**src/rtl/relu_vector_sequencer.sv**
```systemverilog
`default_nettype none
// ============================================================================
// Module      : relu_vector_sequencer
// Description : Time-multiplexed activation stage for one MLP layer output
//               vector. A full NUM_ELEM vector is accepted in one handshake,
//               activated LANES elements per cycle (ReLU or identity bypass),
//               and returned together with the count of strictly positive
//               output elements.
// Ports       : clk, rst          - clock / synchronous active-high reset
//               in_valid/in_ready - upstream vector handshake (a_in, act_en)
//               act_en            - 1 = ReLU, 0 = identity, sampled on accept
//               a_in              - flat input vector, element j at
//                                   [j*DATA_WIDTH +: DATA_WIDTH]
//               out_valid/out_ready - downstream vector handshake
//               a_out             - registered activated vector (same layout)
//               pos_count         - number of a_out elements > 0
//               busy              - high while a vector is in flight
// Revision    : 1.0 - initial release
// ============================================================================
module relu_vector_sequencer #(
    parameter int  NUM_ELEM   = 8,
    parameter int  LANES      = 2,
    parameter int  DATA_WIDTH = 16,
    localparam int BEATS      = NUM_ELEM / LANES,
    localparam int CNT_W      = $clog2(NUM_ELEM + 1)
) (
    input  logic                           clk,
    input  logic                           rst,
    input  logic                           in_valid,
    output logic                           in_ready,
    input  logic                           act_en,
    input  logic [NUM_ELEM*DATA_WIDTH-1:0] a_in,
    output logic                           out_valid,
    input  logic                           out_ready,
    output logic [NUM_ELEM*DATA_WIDTH-1:0] a_out,
    output logic [CNT_W-1:0]               pos_count,
    output logic                           busy
);

    // A single-beat configuration still needs a 1-bit beat register.
    localparam int BEAT_W = (BEATS > 1) ? $clog2(BEATS) : 1;

    typedef enum logic [1:0] {
        ST_IDLE = 2'd0,
        ST_RUN  = 2'd1,
        ST_DONE = 2'd2
    } state_t;

    state_t                          r_state;
    logic [BEAT_W-1:0]               r_beat;
    logic                            r_mode;
    logic [NUM_ELEM*DATA_WIDTH-1:0]  r_a_buf;
    logic [NUM_ELEM*DATA_WIDTH-1:0]  r_a_out;
    logic [CNT_W-1:0]                r_pos_count;

    logic [NUM_ELEM*DATA_WIDTH-1:0]  w_res;
    logic [NUM_ELEM-1:0]             w_sel;
    logic [NUM_ELEM-1:0]             w_pos;
    logic [CNT_W-1:0]                w_pos_inc;

    // Per-element activation. Every element is evaluated every cycle; w_sel
    // picks the LANES elements that belong to the current beat. Clamping on
    // the sign bit alone means the most-negative value also maps to zero.
    for (genvar j = 0; j < NUM_ELEM; j++) begin : g_elem
        logic [DATA_WIDTH-1:0] w_x;
        assign w_x = r_a_buf[j*DATA_WIDTH +: DATA_WIDTH];
        assign w_res[j*DATA_WIDTH +: DATA_WIDTH] =
            (r_mode && w_x[DATA_WIDTH-1]) ? '0 : w_x;
        assign w_sel[j] = (BEAT_W'(j / LANES) == r_beat);
        // Strictly positive: sign clear and not zero.
        assign w_pos[j] = w_sel[j]
                        && !w_res[j*DATA_WIDTH + DATA_WIDTH - 1]
                        && (|w_res[j*DATA_WIDTH +: DATA_WIDTH]);
    end

    always_comb begin
        w_pos_inc = '0;
        for (int k = 0; k < NUM_ELEM; k++) begin
            w_pos_inc = w_pos_inc + CNT_W'(w_pos[k]);
        end
    end

    always_ff @(posedge clk) begin
        if (rst) begin
            r_state     <= ST_IDLE;
            r_beat      <= '0;
            r_mode      <= 1'b0;
            r_a_buf     <= '0;
            r_a_out     <= '0;
            r_pos_count <= '0;
        end else begin
            case (r_state)
                ST_IDLE: begin
                    if (in_valid) begin
                        // Snapshot vector and mode so later input changes
                        // cannot disturb the vector in flight.
                        r_a_buf     <= a_in;
                        r_mode      <= act_en;
                        r_pos_count <= '0;
                        r_beat      <= '0;
                        r_state     <= ST_RUN;
                    end
                end
                ST_RUN: begin
                    for (int k = 0; k < NUM_ELEM; k++) begin
                        if (w_sel[k]) begin
                            r_a_out[k*DATA_WIDTH +: DATA_WIDTH] <=
                                w_res[k*DATA_WIDTH +: DATA_WIDTH];
                        end
                    end
                    r_pos_count <= r_pos_count + w_pos_inc;
                    if (r_beat == BEAT_W'(BEATS - 1)) begin
                        r_beat  <= '0;
                        r_state <= ST_DONE;
                    end else begin
                        r_beat <= r_beat + BEAT_W'(1);
                    end
                end
                ST_DONE: begin
                    if (out_ready) begin
                        r_state <= ST_IDLE;
                    end
                end
                default: begin
                    r_state <= ST_IDLE;
                end
            endcase
        end
    end

    // Handshake outputs decode the state register directly.
    assign in_ready  = (r_state == ST_IDLE);
    assign out_valid = (r_state == ST_DONE);
    assign busy      = (r_state != ST_IDLE);
    assign a_out     = r_a_out;
    assign pos_count = r_pos_count;

endmodule
`default_nettype wire

```
**config.mk**
```make
export PLATFORM = sky130hd
export DESIGN_NAME = relu_vector_sequencer
export DESIGN_NICKNAME = d
export VERILOG_FILES = /design/src/rtl/relu_vector_sequencer.sv
export SDC_FILE = /design/constraint.sdc
export NUM_CORES = 1
export LEC_CHECK = 0
export BUFFER_PORTS_ARGS = -buffer_cell sky130_fd_sc_hd__buf_2
export CORE_UTILIZATION = 47
export DETAILED_ROUTE_END_ITERATION = 8
export HOLD_SLACK_MARGIN = 0.12
export PLACE_DENSITY = 0.71
export SLEW_MARGIN = 0
export SYNTH_ARGS = -nofsm -noshare
export SYNTH_HDL_FRONTEND = slang
export SYNTH_SLANG_ARGS = --single-unit
```
**constraint.sdc**
```tcl
create_clock -name clk -period 3.4 [get_ports clk]
set_input_delay 1.02 -clock clk [delete_from_list [all_inputs] [get_ports clk]]
set_output_delay 1.02 -clock clk [all_outputs]
set_load 0.005 [all_outputs]
```
==> run_results.csv, run 1 <==
group,metric,value,unit
outcome,status,"finished, violations left",
outcome,violations,"setup timing",
min_path,hold_class,"reg2reg",
finish,mostFrequentLayoutCell,"nand2_1",
yosys,avgSynthCellArea,8.01,um^2
global_route,grt_usage,0.250,
placement,numPortBuffers,267,
global_route,grt-ovfl-total,0,
sta,relSlewSlack,0.463,
setup_path,critPathBufInv,3,
placement,pre_cts_slack,-0.416,ns
power,total_power,7.24,mW
power,p_per_area,560,nW/um^2
setup_path,path_common_cell,"fa_1",
sta,tightestPinTransition,0.805,ns
placement,place_inst,1759,
sta,setup_viol,2,
finish,register_area,5310,um^2
sta,setup_slack,-0.269,ns
drt,routed_wl,28.3,mm
floorplan,initial_core_util,0.481,
yosys,synth-seq-cells,265,
drt,dr.max_layer_used,"met4",
setup_path,critPathMaxStageDelay,0.55,ns
finish,finalNonFillerCells,1811,
finish,post_route_cells_drive_above_1_share,0.264,
finish,area_delta_synth_final,28.0,%
clock_network,cts_hold_buf,0,
finish,final_core_util,0.615,
yosys,yosys_warnings,0,
clock_network,clock-root-buffer,"clkbuf_16",
clock_network,cts_tree,"done",
clock_network,cts.sinks,265,
placement,dpl.hpwl,18.7,mm
global_route,grt_pass1_wl,44.9,mm
floorplan,rows,53,
yosys,ys.flop_type,"dfxtp_1",
placement,postPlaceCellArea,11800,um^2
yosys,syn_inst,1262,
drt,drc,0,
sta,final.period_utilization,1.08,
power,p_leak,5.35,nW
setup_path,crit_chain,"nor4_4, a41oi_2, fa_1, inv_2, fa_1, inv_1, fa_1, fa_2, inv_2, fa_2, nor3b_2, a31oi_1, nor2_1",
setup_path,worstSetupEndpointType,"flop",
yosys,async_reset_ff_frac,0,
sta,rsz0062_at_grt,"true",
yosys,ys_seq_area_frac,0.525,
sta,slew_viol_final,0,
clock_network,h-tree-depth,1,
setup_path,crit_path_max_fanout,2,
global_route,antenna_found_initial,2,
yosys,synth_edf_count,0,
finish,fillCellCount,1934,
floorplan,die_y,149,um
placement,gp_congestion,0.798,
drt,drtIter0Drc,501,
global_route,grt_pass1_vias,8982,
drt,routedWlPerCell,15.6,um
power,power_switching,1.72,mW
clock_network,insertion_delay,0.53,ns
yosys,yosysUniqueCellTypes,34,
global_route,grt_max_degree,103,
setup_path,cp_top_family,"adder cells",
setup_path,startpoint_type,"flop",
setup_path,required,3.86,ns
finish,fin_area,12900,um^2
power,p_seq_frac,0.459,
yosys,synth_fp_nets,1409,
sta,fmax,273,MHz
yosys,syn_area,10100,um^2
setup_path,critical_path.slowest_cell,"fa_1",
clock_network,clk_pin_slew,0.06,ns
drt,num_vias,9556,
sta,final_hold_viol_count,0,
sta,skew,0.00633,ns
drt,ant_nets,0,
drt,avgViaCountPerCell,5.28,
clock_network,cts_inserted_buffers,28,
floorplan,die_x,149,um
setup_path,arrival,4.13,ns
drt,m1WireLength,12.3,mm
drt,met3_length,2.15,mm
drt,wl_met2,13.2,mm
power,switching_share,0.237,
floorplan,die_area,22100,um^2
drt,drt_pre_antenna_iters,5,
setup_path,critPathKind,"reg2reg",
power,pwr-share-comb,0.096,
finish,fin_nets,1661,
floorplan,core,21000,um^2
power,p_int,5.52,mW
finish,multi_input_area,4440,um^2
clock_network,clock_path_buffers,3,
power,ir_drop,0.434,mV
sta,finalCriticalPeriod,3.67,ns
floorplan,io_pins,268,
power,clkPwrFrac,0.445,
finish,final_cell_mix,"nand2_1 (387), buf_2 (266), a21oi_1 (261)",
job,cap_violations,0,
-- path summary, 6_finish.rpt --
kind | start | to | slack, ns | cells after the start
max reg2reg | r_a_buf[43]$_SDFFE_PP0P_ | pos_count[1]$_SDFFE_PP0P_ | -0.27 | 13
min | a_out[75]$_SDFFE_PP0P_ | a_out[75]$_SDFFE_PP0P_ | 0.45 | 2
min reg2reg | a_out[75]$_SDFFE_PP0P_ | a_out[75]$_SDFFE_PP0P_ | 0.45 | 2
max | r_a_buf[43]$_SDFFE_PP0P_ | pos_count[1]$_SDFFE_PP0P_ | -0.27 | 13
-- registers in the layout (all words and copies together) (netlist names) --
name       flops
r_state        2
r_beat         2
pos_count      4
r_mode         1
r_a_buf      128
a_out        128
-- power groups by stage --
stage                     clock network [mW]  logic (mW)  registers, mW
after detailed placement                   0       0.662           3.38
after floorplan                            0       0.409           3.36
final                                   3.22       0.697           3.32
after global placement                     0       0.654           3.37
after CTS                               3.29       0.691           3.32
after global routing                    3.43       0.785           3.33
-- cells by family (layout without fill, tap and decap cells) --
family                   after synthesis  in the layout  synth area share
XOR/XNOR                               1              1          0.000867
flip-flops                           265            265             0.525
adder cells (fa/ha/maj)               14             14            0.0211
AND/OR/NAND/NOR                      597            597             0.264
AO/OA/AOI/OAI                        274            274             0.140
other                                  0              2                 0
buffers and inverters                111            383            0.0498
-- cells in the mapped netlist, types with 2 or more instances --
master / number / share of area
buf_2: 33 / 0.016
nand2_2: 10 / 0.0062
a31oi_1: 2 / 0.0012
buf_6: 6 / 0.0067
nor2b_1: 3 / 0.0019
nor2_1: 3 / 0.0011
a41oi_1: 6 / 0.0052
ha_1: 9 / 0.011
nor4_1: 31 / 0.019
a21oi_1: 262 / 0.13
dfxtp_1: 265 / 0.53
nand4b_1: 4 / 0.0035
and3b_1: 4 / 0.0035
inv_1: 10 / 0.0037
nor4bb_1: 2 / 0.0020
buf_1: 5 / 0.0019
clkbuf_1: 57 / 0.021
nand3_1: 124 / 0.061
nand4_1: 2 / 0.0012
nand3b_1: 13 / 0.0097
nand2b_1: 8 / 0.0050
nand2_1: 387 / 0.14
fa_1: 5 / 0.0099
-- metrics by stage --
step | setup TNS (ns) | hold slack (ns)
after floorplan | -0.0297 | 0.448
after global placement | -0.494 | 0.436
after detailed placement | -0.656 | 0.440
after CTS | -0.300 | 0.448
after global routing | -0.736 | 0.463
final | -0.316 | 0.446
-- worst min-delay path, cell delays in order, from the launching register on --
cell     delay, ns
dfxtp_1       0.30
nand2_1       0.05
a21oi_1       0.05
-- layer usage --
metal,GRT usage,up-vias
met4,0.0737,0
met2,0.412,348
met5,0,-
met1,0.324,4402
met3,0.0574,46
li1,-,4760
-- repair_timing --
| action | in CTS | in global routing |
|---|---|---|
| resized for setup | 23 | 3 |
| endpoints found under the setup margin | 2 | 3 |
| pin swaps | 7 | 1 |
| setup buffers | 0 | 0 |
| endpoints found under the hold margin | 0 | 0 |
-- area by class of cell --
class | instances | area share
Clock inverter | 11 | 0.0126
Antenna cell | 2 | 0.000387
Multi-Input combinational cell | 886 | 0.343
Tap cell | 275 | 0.0266
Sequential cell | 265 | 0.411
Timing Repair Buffer | 323 | 0.139
Inverter | 10 | 0.00290
Clock buffer | 39 | 0.0644
(Power assumes the default switching activity.)
==> run 2, diff against run 1 <==
Settings changed: CORE_UTILIZATION 47 to 50, PLACE_DENSITY 0.71 to 0.72.
Clock period 3.4 ns to 3.9 ns, I/O delays scaled along.
==> run_results.csv, run 2 (synthesis results as in run 1) <==
group,metric,value,unit
outcome,status,"complete, no violations",
min_path,hold_class,"reg2reg",
drt,num_vias,9389,
finish,area_delta_synth_final,25.0,%
floorplan,core,19700,um^2
power,p_leak,5.16,nW
finish,final_core_util,0.642,
setup_path,critical_path.slowest_cell,"fa_1",
power,total_power,6.29,mW
placement,dpl.hpwl,17.8,mm
finish,finalNonFillerCells,1765,
clock_network,h-tree-depth,1,
finish,fin_nets,1624,
floorplan,initial_core_util,0.514,
setup_path,required,4.37,ns
drt,routedWlPerCell,15.5,um
sta,slew_viol_final,0,
power,p_per_area,499,nW/um^2
setup_path,crit_chain,"nor4_2, a41oi_2, fa_1, inv_1, fa_1, inv_1, fa_1, fa_2, inv_1, fa_1, nor3b_2, a31oi_1, nor2_1",
drt,avgViaCountPerCell,5.32,
drt,drt_pre_antenna_iters,5,
sta,skew,0.0276,ns
clock_network,cts_setup_buffers,0,
placement,postPlaceCellArea,11500,um^2
sta,finalCriticalPeriod,3.75,ns
clock_network,cts_hold_buf,0,
placement,place_inst,1712,
finish,mostFrequentLayoutCell,"nand2_1",
placement,numPortBuffers,267,
setup_path,crit_path_max_fanout,3,
global_route,grt_usage,0.252,
setup_path,arrival,4.22,ns
sta,final_hold_viol_count,0,
setup_path,startpoint_type,"flop",
setup_path,cp_top_family,"adder cells",
finish,post_route_cells_drive_above_1_share,0.243,
job,cap_violations,0,
finish,fillCellCount,1754,
clock_network,cts_inserted_buffers,28,
clock_network,insertion_delay,0.54,ns
global_route,grt_pass1_wl,42.3,mm
setup_path,critPathKind,"reg2reg",
floorplan,rows,51,
finish,register_area,5310,um^2
drt,ant_nets,0,
clock_network,cts.sinks,265,
global_route,grt_pass1_vias,8514,
finish,final_cell_mix,"nand2_1 (387), buf_2 (266), a21oi_1 (262), dfxtp_1 (262), nand3_1 (124)",
sta,fmax,266,MHz
sta,hold_ws,0.445,ns
clock_network,clock_path_buffers,3,
clock_network,clock-root-buffer,"clkbuf_16",
power,ir_drop,0.337,mV
sta,rsz0062_at_grt,"false",
clock_network,clk_pin_slew,0.06,ns
setup_path,critPathMaxStageDelay,0.53,ns
setup_path,worstSetupEndpointType,"flop",
placement,gp_congestion,0.834,
finish,multi_input_area,4400,um^2
drt,drc,0,
sta,relSlewSlack,0.205,
global_route,antenna_found_initial,1,
finish,fin_area,12600,um^2
sta,final.period_utilization,0.963,
sta,setup_viol,0,
drt,routed_wl,27.3,mm
global_route,grt-ovfl-total,0,
floorplan,io_pins,268,
drt,drtIter0Drc,638,
global_route,grt_max_degree,94,
floorplan,die_x,144,um
floorplan,die_y,144,um
clock_network,cts_tree,"done",
setup_path,critPathBufInv,3,
sta,tightestPinTransition,1.19,ns
floorplan,die_area,20800,um^2
setup_path,path_common_cell,"fa_1",
run 2: cell types whose count changed in the layout (fill, tap and decap cells not counted), sizes merged, moves of 2 or more:
cell and delta:
clkinv -2, bufinv -2, buf -37, clkbuf +7
clkinvlp -2
run 2: worst reg2reg max path, stage by stage (launching register included):
cell and delay, ns:
dfxtp_1 0.33, nor4_2 0.32, a41oi_2 0.19, fa_1 0.53, inv_1 0.06, fa_1 0.47, inv_1 0.05, fa_1 0.50
fa_2 0.38, inv_1 0.07, fa_1 0.42, nor3b_2 0.16, a31oi_1 0.06, nor2_1 0.13
run 2: routing by layer:
metal,vias up,wire length (um),GRT usage
li1,4685,-,-
met1,4345,12100,0.336
met2,320,12900,0.422
met3,39,1750,0.0407
met4,0,548,0.0654
met5,-,0,0
run 2: power by group:
group          switching [mW]  internal [mW]
Clock                    1.07           1.77
Sequential             0.0882           2.81
Combinational           0.336          0.223
run 2: path summary, 6_finish.rpt:
kind	startpoint	end	slack, ns	cells past startpoint
worst max register to register	r_a_buf[40]$_SDFFE_PP0P_	pos_count[1]$_SDFFE_PP0P_	0.15	13
worst min-delay path	a_out[116]$_SDFFE_PP0P_	a_out[116]$_SDFFE_PP0P_	0.44	2
worst min register to register	a_out[116]$_SDFFE_PP0P_	a_out[116]$_SDFFE_PP0P_	0.44	2
worst max-delay path	r_a_buf[40]$_SDFFE_PP0P_	pos_count[1]$_SDFFE_PP0P_	0.15	13
run 2: per-stage QoR:
stage               setup WS, ns  setup TNS [ns]
floorplan                  0.316               0
global placement         -0.0187         -0.0187
detailed placement       -0.0709         -0.0709
CTS                      0.00114               0
global route             0.00993               0
finish                     0.146               0
run 2: layout make-up:
| class | instances | area share |
|---|---|---|
| diodes | 1 | 0.000198 |
| repair buffers | 286 | 0.120 |
| well taps | 265 | 0.0263 |
| flip-flops and latches | 265 | 0.420 |
| clock inverters | 6 | 0.00704 |
| inverters | 10 | 0.00297 |
| clock buffers | 46 | 0.0744 |
| multi-input cells | 886 | 0.349 |
run 2: timing repair:
action / CTS / global route
resized for setup: 8 / 10
pin swaps: 3 / 8
hold endpoints to repair: 0 / 0
setup endpoints to repair: 1 / 1
==> run 3, diff against run 2 <==
Settings changed: ABC_AREA set to 1.
==> run_results.csv, run 3 <==
group,metric,value,unit
floorplan,initial_core_util,0.515,
sta,final.period_utilization,0.983,
floorplan,rows,51,
sta,tightestPinTransition,0.713,ns
setup_path,cp_top_family,"adder cells",
setup_path,critPathKind,"reg2reg",
finish,finalNonFillerCells,1829,
min_path,hold_class,"reg2reg",
global_route,antenna_found_initial,1,
finish,area_delta_synth_final,25.3,%
power,p_leak,5.83,nW
global_route,grt-ovfl-total,0,
sta,final_hold_viol_count,0,
finish,final_cell_mix,"nor2_1 (335), buf_2 (267), dfxtp_1 (263)",
yosys,yosys_warnings,0,
drt,routedWlPerCell,15.2,um
placement,numPortBuffers,267,
clock_network,clk_pin_slew,0.06,ns
finish,fillCellCount,1771,
power,p_seq_frac,0.471,
power,switching_share,0.256,
placement,dpl.hpwl,18.7,mm
setup_path,critPathBufInv,4,
sta,finalCriticalPeriod,3.83,ns
finish,mostFrequentLayoutCell,"nor2_1",
yosys,synthTopCellsByCount,"nor2_1 (338), dfxtp_1 (265), o21ai_0 (250)",
drt,drtIter0Drc,482,
setup_path,path_common_cell,"fa_1",
outcome,status,"complete, no violations",
clock_network,cts.sinks,265,
setup_path,critPathMaxStageDelay,0.50,ns
power,pwr-share-comb,0.117,
yosys,avgSynthCellArea,7.71,um^2
power,p_per_area,500,nW/um^2
job,cap_violations,0,
yosys,syn_area,10100,um^2
clock_network,cts_inserted_buffers,28,
sta,hold_ws,0.458,ns
sta,slew_viol_final,0,
clock_network,clock-root-buffer,"clkbuf_16",
yosys,synth_fp_nets,1455,
clock_network,insertion_delay,0.54,ns
power,power_switching,1.62,mW
drt,drc,0,
yosys,synth_top_area_frac,0.526,
yosys,ys.flop_type,"dfxtp_1",
yosys,syn_inst,1308,
setup_path,critical_path.slowest_cell,"fa_1",
global_route,grt_usage,0.264,
drt,ant_nets,0,
drt,avgViaCountPerCell,5.20,
floorplan,core,19600,um^2
setup_path,crit_chain,"nand2_4, clkbuf_16, o21ai_2, nand3_2, nor2_2, a21oi_2, fa_1, inv_2, fa_1, inv_1, fa_1, fa_2, inv_2, fa_1, or2_4, a21oi_2",
sta,setup_tns,0,ns
clock_network,clock_path_buffers,3,
clock_network,h-tree-depth,1,
yosys,synth_edf_count,0,
floorplan,die_x,144,um
power,ir_drop,0.360,mV
yosys,yosys.area.top_type,"dfxtp_1",
yosys,ys_seq_area_frac,0.526,
finish,antenna_cells,0,
drt,routed_wl,27.8,mm
drt,drt_pre_antenna_iters,5,
drt,num_vias,9514,
placement,place_inst,1777,
setup_path,required,4.37,ns
setup_path,startpoint_type,"flop",
floorplan,die_y,144,um
setup_path,arrival,4.30,ns
floorplan,die_area,20700,um^2
global_route,grt_pass1_wl,43.5,mm
setup_path,worstSetupEndpointType,"flop",
clock_network,cts_tree,"done",
power,p_int,4.70,mW
setup_path,crit_path_max_fanout,8,
placement,gp_congestion,0.840,
finish,fin_nets,1691,
yosys,yosysMostFrequentCell,"nor2_1",
sta,setup_viol,0,
sta,fmax,261,MHz
global_route,grt_max_degree,101,
power,clkPwrFrac,0.412,
yosys,ys_top_cells_by_area,"dfxtp_1 (53%), nor2_1 (13%), o21ai_0 (12%)",
yosys,synth-seq-cells,265,
yosys,async_reset_ff_frac,0,
floorplan,io_pins,268,
yosys,yosysUniqueCellTypes,22,
sta,rsz0062_at_grt,"true",
clock_network,cts_hold_buf,0,
global_route,grt_pass1_vias,8693,
sta,skew,0.0136,ns
finish,post_route_cells_drive_above_1_share,0.246,
sta,relSlewSlack,0.525,
run 3: cell types whose count changed after synthesis, moves of 7 or more:
cell      previous run  this run
nand2b_1             8         0
nand3_1            124        37
o21ai_0              0       250
nand2_1            387       112
nand2_2             10         3
nor4_1              31         0
nor2_1               3       338
nand3b_1            13         0
inv_1               10        28
a21oi_1            262       123
a22oi_1              0        25
run 3: metrics by stage:
stage | util | setup slack, ns | area, um^2 | power, mW
finish | 0.645 | 0.0677 | 12600 | 6.31
global route | 0.645 | -0.0970 | 12600 | 6.57
CTS | 0.640 | 0.00890 | 12500 | 6.32
detailed placement | 0.593 | -0.211 | 11600 | 3.74
global placement | 0.593 | -0.0902 | 11600 | 3.72
floorplan | - | 0.0438 | 10100 | 3.47
run 3: worst paths after layout:
check                           from  cells past startpoint                         to  slack [ns]
max              r_mode$_SDFFE_PP0P_                     16  pos_count[1]$_SDFFE_PP0P_        0.07
min          a_out[127]$_SDFFE_PP0P_                      2    a_out[127]$_SDFFE_PP0P_        0.46
max reg2reg      r_mode$_SDFFE_PP0P_                     16  pos_count[1]$_SDFFE_PP0P_        0.07
min reg2reg  a_out[127]$_SDFFE_PP0P_                      2    a_out[127]$_SDFFE_PP0P_        0.46
run 3: cells by family (layout without fill, tap and decap cells):
kind of cell             after synthesis  after routing  share of synthesized area
buffers and inverters                125            381                     0.0506
adder cells (fa/ha/maj)               14             14                     0.0211
AO/OA/AOI/OAI                        399            399                      0.204
XOR/XNOR                               1              1                   0.000869
flip-flops                           265            265                      0.526
AND/OR/NAND/NOR                      504            504                      0.197
run 3: power by group through the flow:
stage	logic, mW	clock network (mW)	registers (mW)
global placement	0.697	0	3.02
floorplan	0.468	0	3.00
detailed placement	0.713	0	3.02
CTS	0.723	2.63	2.97
finish	0.737	2.60	2.97
global route	0.844	2.74	2.99
run 3: worst register-to-register path: cells and delay by family (launching register included):
family                   cells  cell delay (ns)
buffers and inverters        4             0.31
flip-flops                   1             0.40
adder cells (fa/ha/maj)      5             2.26
AND/OR/NAND/NOR              4             0.50
AO/OA/AOI/OAI                3             0.28
run 3: final cells by class:
cell class	count	area, um^2	area share
flip-flops and latches	265	5310	0.420
multi-input cells	918	4360	0.345
repair buffers	296	1600	0.126
clock buffers	42	835	0.0660
well taps	265	332	0.0262
inverters	35	136	0.0108
clock inverters	8	68.8	0.00545
run 3: routing by layer:
| metal | track usage | wire length (um) | vias up |
|---|---|---|---|
| met3 | 0.0583 | 1840 | 56 |
| met5 | 0 | 13 | - |
| met2 | 0.439 | 13200 | 285 |
| met4 | 0.0873 | 806 | 2 |
| met1 | 0.338 | 12000 | 4354 |
| li1 | - | - | 4817 |
run 3: repair_timing:
action                     in CTS  in global routing
setup endpoints to repair       1                  2
setup buffers                   0                  1
pin swaps                       6                 12
gates cloned                    0                  1
resized for setup               8                 27
